===== src/rtl/fixed_mul_pipe.sv =====
// Pipelined signed fixed-point multiplier: (a*b)/2^FRAC with per-sample truncate/round mode,
// output saturation and a sideband tag, under a valid/ready handshake with global stall.
module fixed_mul_pipe #(
    parameter int W     = 16,
    parameter int FRAC  = 16,
    parameter int LAT   = 2,
    parameter int TAG_W = 2
) (
    input  logic             clk,
    input  logic             rst,
    input  logic             in_valid,
    output logic             in_ready,
    input  logic [W-1:0]     in_a,
    input  logic [W-1:0]     in_b,
    input  logic             in_round,
    input  logic [TAG_W-1:0] in_tag,
    output logic             out_valid,
    input  logic             out_ready,
    output logic [W-1:0]     out_data,
    output logic             out_sat,
    output logic [TAG_W-1:0] out_tag
);

    localparam int PW = 2 * W;
    localparam int HS = (FRAC > 0) ? FRAC - 1 : 0;
    localparam logic [PW:0] HALF = (FRAC > 0) ? ((PW + 1)'(1) << HS) : '0;
    localparam logic signed [PW+1:0] Q_MAX = $signed({{(W + 3){1'b0}}, {(W - 1){1'b1}}});
    localparam logic signed [PW+1:0] Q_MIN = $signed({{(W + 3){1'b1}}, {(W - 1){1'b0}}});
    localparam logic [W-1:0] D_MAX = {1'b0, {(W - 1){1'b1}}};
    localparam logic [W-1:0] D_MIN = {1'b1, {(W - 1){1'b0}}};

    logic             out_valid_q;
    logic [W-1:0]     out_data_q;
    logic             out_sat_q;
    logic [TAG_W-1:0] out_tag_q;
    logic [W-1:0]     out_data_d;
    logic             out_sat_d;

    logic             stall;
    logic signed [PW-1:0] a_ext, b_ext, prod_c;
    logic signed [PW-1:0] fin_p;
    logic             fin_rnd, fin_vld;
    logic [TAG_W-1:0] fin_tag;

    assign stall    = out_valid_q & ~out_ready;
    assign in_ready = ~stall;

    assign a_ext  = {{W{in_a[W-1]}}, in_a};
    assign b_ext  = {{W{in_b[W-1]}}, in_b};
    assign prod_c = a_ext * b_ext;

    // Full-width product travels through LAT-1 stages; the last register applies round/saturate.
    for (genvar gi = 0; gi < LAT - 1; gi++) begin : g_stage
        logic signed [PW-1:0] p_q, p_d;
        logic                 rnd_q, rnd_d, vld_q, vld_d;
        logic [TAG_W-1:0]     tag_q, tag_d;

        if (gi == 0) begin : g_first
            assign p_d   = prod_c;
            assign rnd_d = in_round;
            assign vld_d = in_valid;
            assign tag_d = in_tag;
        end else begin : g_next
            assign p_d   = g_stage[gi-1].p_q;
            assign rnd_d = g_stage[gi-1].rnd_q;
            assign vld_d = g_stage[gi-1].vld_q;
            assign tag_d = g_stage[gi-1].tag_q;
        end

        always_ff @(posedge clk or posedge rst) begin
            if (rst) begin
                p_q   <= '0;
                rnd_q <= 1'b0;
                vld_q <= 1'b0;
                tag_q <= '0;
            end else if (!stall) begin
                p_q   <= p_d;
                rnd_q <= rnd_d;
                vld_q <= vld_d;
                tag_q <= tag_d;
            end
        end
    end

    if (LAT == 1) begin : g_direct
        assign fin_p   = prod_c;
        assign fin_rnd = in_round;
        assign fin_vld = in_valid;
        assign fin_tag = in_tag;
    end else begin : g_piped
        assign fin_p   = g_stage[LAT-2].p_q;
        assign fin_rnd = g_stage[LAT-2].rnd_q;
        assign fin_vld = g_stage[LAT-2].vld_q;
        assign fin_tag = g_stage[LAT-2].tag_q;
    end

    // Work on the magnitude so both modes are symmetric about zero.
    logic signed [PW:0]   p_ext;
    logic [PW:0]          mag, mag_r;
    logic signed [PW+1:0] q;

    always_comb begin
        p_ext = {fin_p[PW-1], fin_p};
        mag   = fin_p[PW-1] ? -p_ext : p_ext;
        mag_r = (mag + (fin_rnd ? HALF : '0)) >> FRAC;
        q     = fin_p[PW-1] ? -$signed({1'b0, mag_r}) : $signed({1'b0, mag_r});
        out_data_d = q[W-1:0];
        out_sat_d  = 1'b0;
        if (q > Q_MAX) begin
            out_data_d = D_MAX;
            out_sat_d  = 1'b1;
        end else if (q < Q_MIN) begin
            out_data_d = D_MIN;
            out_sat_d  = 1'b1;
        end
    end

    always_ff @(posedge clk or posedge rst) begin
        if (rst) begin
            out_valid_q <= 1'b0;
            out_data_q  <= '0;
            out_sat_q   <= 1'b0;
            out_tag_q   <= '0;
        end else if (!stall) begin
            out_valid_q <= fin_vld;
            out_data_q  <= out_data_d;
            out_sat_q   <= out_sat_d;
            out_tag_q   <= fin_tag;
        end
    end

    assign out_valid = out_valid_q;
    assign out_data  = out_data_q;
    assign out_sat   = out_sat_q;
    assign out_tag   = out_tag_q;

endmodule


===== config.mk =====
export PLATFORM = sky130hd
export DESIGN_NAME = fixed_mul_pipe
export DESIGN_NICKNAME = d
export VERILOG_FILES = /design/src/rtl/fixed_mul_pipe.sv
export SDC_FILE = /design/constraint.sdc
export NUM_CORES = 1
export LEC_CHECK = 0
export ABC_CLOCK_PERIOD_IN_PS = 6500
export BUFFER_PORTS_ARGS = -buffer_cell sky130_fd_sc_hd__buf_4
export CORE_MARGIN = 2
export CORE_UTILIZATION = 55
export CTS_CLUSTER_DIAMETER = 40
export DETAILED_ROUTE_END_ITERATION = 16
export PLACE_DENSITY = 0.72
export SYNTH_ARGS = -nofsm -noshare
export SYNTH_HDL_FRONTEND = slang
export SYNTH_SLANG_ARGS = --single-unit

===== constraint.sdc =====
create_clock -name clk -period 6.5 [get_ports clk]
set_input_delay 0.65 -clock clk [delete_from_list [all_inputs] [get_ports clk]]
set_output_delay 0.65 -clock clk [all_outputs]
set_load 0.01 [all_outputs]

==> flow_summary.json <==
{
  "cts.sink_count": 56,
  "boundaryPins": 60,
  "worstHoldPathCells": 1,
  "drv.max_cap_violation_count": 0,
  "setup-violations-final": 0,
  "timing.critical_path.to_type": "flip-flop",
  "route.detailed.wl_per_inst_um": 15.3,
  "cp_max_fo": 6,
  "postSynth.asyncResetShare": 1.00,
  "timing.critical_path.slowest_cell_delay_ns": 0.54,
  "ys.warnings.count": 0,
  "grt.busiest_layer": "met2",
  "cp-start-kind": "primary input",
  "drt.antenna.violating_nets": 0,
  "drt-total-wl_um": 31500,
  "die_x_um": 163,
  "syn_area_per_cell_um2": 8.78,
  "post_route_cells_drive_above_1_share": 0.178,
  "syn2layout_area_growth_pct": 15.5,
  "transition_time_of_the_tightest_slew_check_pin_ns": 1.03,
  "fill_cells": 2095,
  "cp_common_cell": "sky130_fd_sc_hd__fa_1",
  "cell_at_the_slowest_stage_of_the_critical_path": "sky130_fd_sc_hd__fa_1",
  "final_report_hold_violation_count": 0,
  "fp.dieArea_mm2": 0.0266,
  "post_synth_most_frequent_cells": "sky130_fd_sc_hd__inv_1 (344), sky130_fd_sc_hd__fa_1 (262), sky130_fd_sc_hd__nand2_1 (214), sky130_fd_sc_hd__and2_1 (112), sky130_fd_sc_hd__ha_1 (85)",
  "largest_area_contributor_in_the_netlist": "sky130_fd_sc_hd__fa_1",
  "setup.worst_path.class": "primary input to flip-flop",
  "track_usage": 0.254,
  "gr-usage-met3": 0.0322,
  "cts_buffers": 5,
  "drt_drc_violations_left": 0,
  "initial_core_util": 0.556,
  "yosysTopAreaCellShare": 0.377,
  "max_freq_ghz": 0.158,
  "syn_area_mm2": 0.0139,
  "period_share": 0.973,
  "htree_num_levels": 2,
  "antenna_found_initial": 0,
  "grt_start_max_net_pins": 64,
  "reg2reg_depth": 19,
  "grt_pass1_wl_um": 54900,
  "dp_hpwl_um": 26800,
  "unique_cell_type_count_in_the_yosys_netlist": 86,
  "final_net_count": 2111,
  "cts-hold-fix-buffers": 0,
  "worstSkewPairLatency_ns": 0.30,
  "period_minus_slack_ns": 6.33,
  "global_route.usage.met2": 0.470,
  "cts.path.max_buffers": 2,
  "via_count": 10900,
  "worst-path-buf-inv": 6,
  "tritoncts_clock_tree": "done",
  "critical_path_arrival_ns": 6.47,
  "cts.reportedPaths.clkPinSlew_ns": 0.07,
  "run_status": "completed",
  "timing.hold.worst.class": "flip-flop to flip-flop",
  "synth_cells": 1586,
  "globalRouteOverflowTotal": 0,
  "initialDrtViolationCount": 604,
  "gp_congestion": 0.913,
  "timing.critical_path.max_delay_family": "adder cells",
  "design.core.area_mm2": 0.0250,
  "io_buffers": 59,
  "synth_most_common_cell": "sky130_fd_sc_hd__inv_1",
  "skew_ns": 0.00592,
  "fin_worst_hold_slack_ns": 0.460,
  "synthesis.nets": 1972,
  "drt-pass1-iter-count": 5,
  "std_cell_rows": 58,
  "max_slew_margin": 0.313,
  "die_height_um": 163,
  "worstSetupPathDepth": 25,
  "grt_pass1_vias": 11800,
  "viasPerCell": 5.31,
  "synth_edf_count": 0,
  "unrepaired_setup_endpoints_after_global_routing": "true",
  "synth-seq-area-share": 0.101,
  "synth-seq-cells": 56,
  "critical_path_required_ns": 6.64,
  "gr-usage-met1": 0.318,
  "clk_root_buffer_cell": "sky130_fd_sc_hd__clkbuf_16",
  "synth_top_cells_by_area": "sky130_fd_sc_hd__fa_1 (38%), sky130_fd_sc_hd__dfrtp_1 (10%), sky130_fd_sc_hd__inv_1 (9.3%)",
  "final-max-slew-violation-count": 0,
  "synthFlopType": "sky130_fd_sc_hd__dfrtp_1"
}
path summary, 6_finish.rpt:
| check | start | endpoint | slack (ns) |
|---|---|---|---|
| worst max-delay path | in_a[9] | fin_p[30] | 0.17 |
| worst min-delay path | fin_vld | out_valid | 0.46 |
| worst max register to register | fin_p[0] | out_data[4] | 0.62 |
| worst min register to register | fin_vld | out_valid | 0.46 |
| max in group asynchronous | rst | fin_p[20] | 5.47 |
| min in group asynchronous | rst | out_data[10] | 0.55 |
per-layer routing:
layer | up-vias | wire length, um
met3 | 55 | 1480
met4 | 0 | 633
met1 | 5488 | 13000
met2 | 241 | 16400
met5 | - | 0
li1 | 5145 | -
timing repair:
item	CTS	global route
gates resized for setup	1	92
pin swaps	5	42
setup buffers	0	5
setup endpoints to repair	1	5
cell type report:
type | instances | area (um^2) | share of cell area
antenna | 1 | 2.50 | 0.000156
multi-input combinational | 1121 | 11200 | 0.694
inverter | 346 | 1300 | 0.0807
timing repair buffer | 195 | 1640 | 0.102
clock buffer | 6 | 129 | 0.00801
tap | 330 | 413 | 0.0257
clock inverter | 2 | 38.8 | 0.00241
sequential | 56 | 1400 | 0.0871
kinds of logic after synthesis:
kind of cell,Yosys count,share of synthesized area
xor gates and xnor gates,67,0.0445
muxes,11,0.00809
adders and majority gates,348,0.454
other,1,0.000269
AOI/OAI and AO/OA,195,0.0983
DFF,56,0.101
and+or+nand+nor,499,0.181
buffers and inverters,409,0.113
stage by stage:
stage	instance area, um^2	util	worst slack [ns]	TNS (ns)	instances
finish	16100	0.643	0.174	0	2057
floorplan	14200	-	-0.0594	-0.0594	1586
detailed placement	15600	0.622	-0.364	-1.19	2043
CTS	15700	0.629	0.0188	0	2051
global placement	15600	0.622	-0.291	-0.968	2043
global route	16100	0.643	-0.0363	-0.0995	2056
state kept, by name (all words and copies together) (netlist names):
register	cells
out_valid	1
fin_p	32
out_tag	2
fin_vld	1
out_data	16
out_sat	1
fin_rnd	1
fin_tag	2
worst register-to-register path, cell delays in order, from the launching register on:
cell                        delay (ns)
sky130_fd_sc_hd__dfrtp_1          0.41
sky130_fd_sc_hd__nor4_4           0.39
sky130_fd_sc_hd__nand4_4          0.33
sky130_fd_sc_hd__o21ai_0          0.30
sky130_fd_sc_hd__xnor2_1          0.15
sky130_fd_sc_hd__ha_1             0.33
sky130_fd_sc_hd__or3b_2           0.47
sky130_fd_sc_hd__o22ai_1          0.36
sky130_fd_sc_hd__nor2_1           0.10
sky130_fd_sc_hd__xnor2_1          0.38
sky130_fd_sc_hd__o2111ai_1        0.23
sky130_fd_sc_hd__or3_4            0.43
sky130_fd_sc_hd__nor4b_4          0.30
sky130_fd_sc_hd__and3_1           0.21
sky130_fd_sc_hd__ha_1             0.22
sky130_fd_sc_hd__inv_1            0.13
sky130_fd_sc_hd__a21o_1           0.16
sky130_fd_sc_hd__a32oi_2          0.16
sky130_fd_sc_hd__nor2_2           0.53
sky130_fd_sc_hd__a21oi_1          0.14
cell usage in the layout, fill, tap and decap left out, types with 12 or more instances in the layout:
cell type	instances
sky130_fd_sc_hd__inv_1	329
sky130_fd_sc_hd__a21o_1	15
sky130_fd_sc_hd__ha_1	80
sky130_fd_sc_hd__and2_1	109
sky130_fd_sc_hd__buf_6	15
sky130_fd_sc_hd__a21oi_2	12
sky130_fd_sc_hd__a21oi_1	42
sky130_fd_sc_hd__xor2_1	21
sky130_fd_sc_hd__xnor2_1	44
sky130_fd_sc_hd__o21ai_0	37
sky130_fd_sc_hd__buf_4	167
sky130_fd_sc_hd__nand3_1	17
sky130_fd_sc_hd__dfrtp_1	56
sky130_fd_sc_hd__inv_2	16
sky130_fd_sc_hd__nor2_1	62
sky130_fd_sc_hd__o21ai_1	14
sky130_fd_sc_hd__nand2_1	204
sky130_fd_sc_hd__nand2b_1	14
sky130_fd_sc_hd__fa_1	254
Power is left out: the tool's default activity adds up to more than one toggle a clock period on the data nets, which glitch-free logic cannot reach.
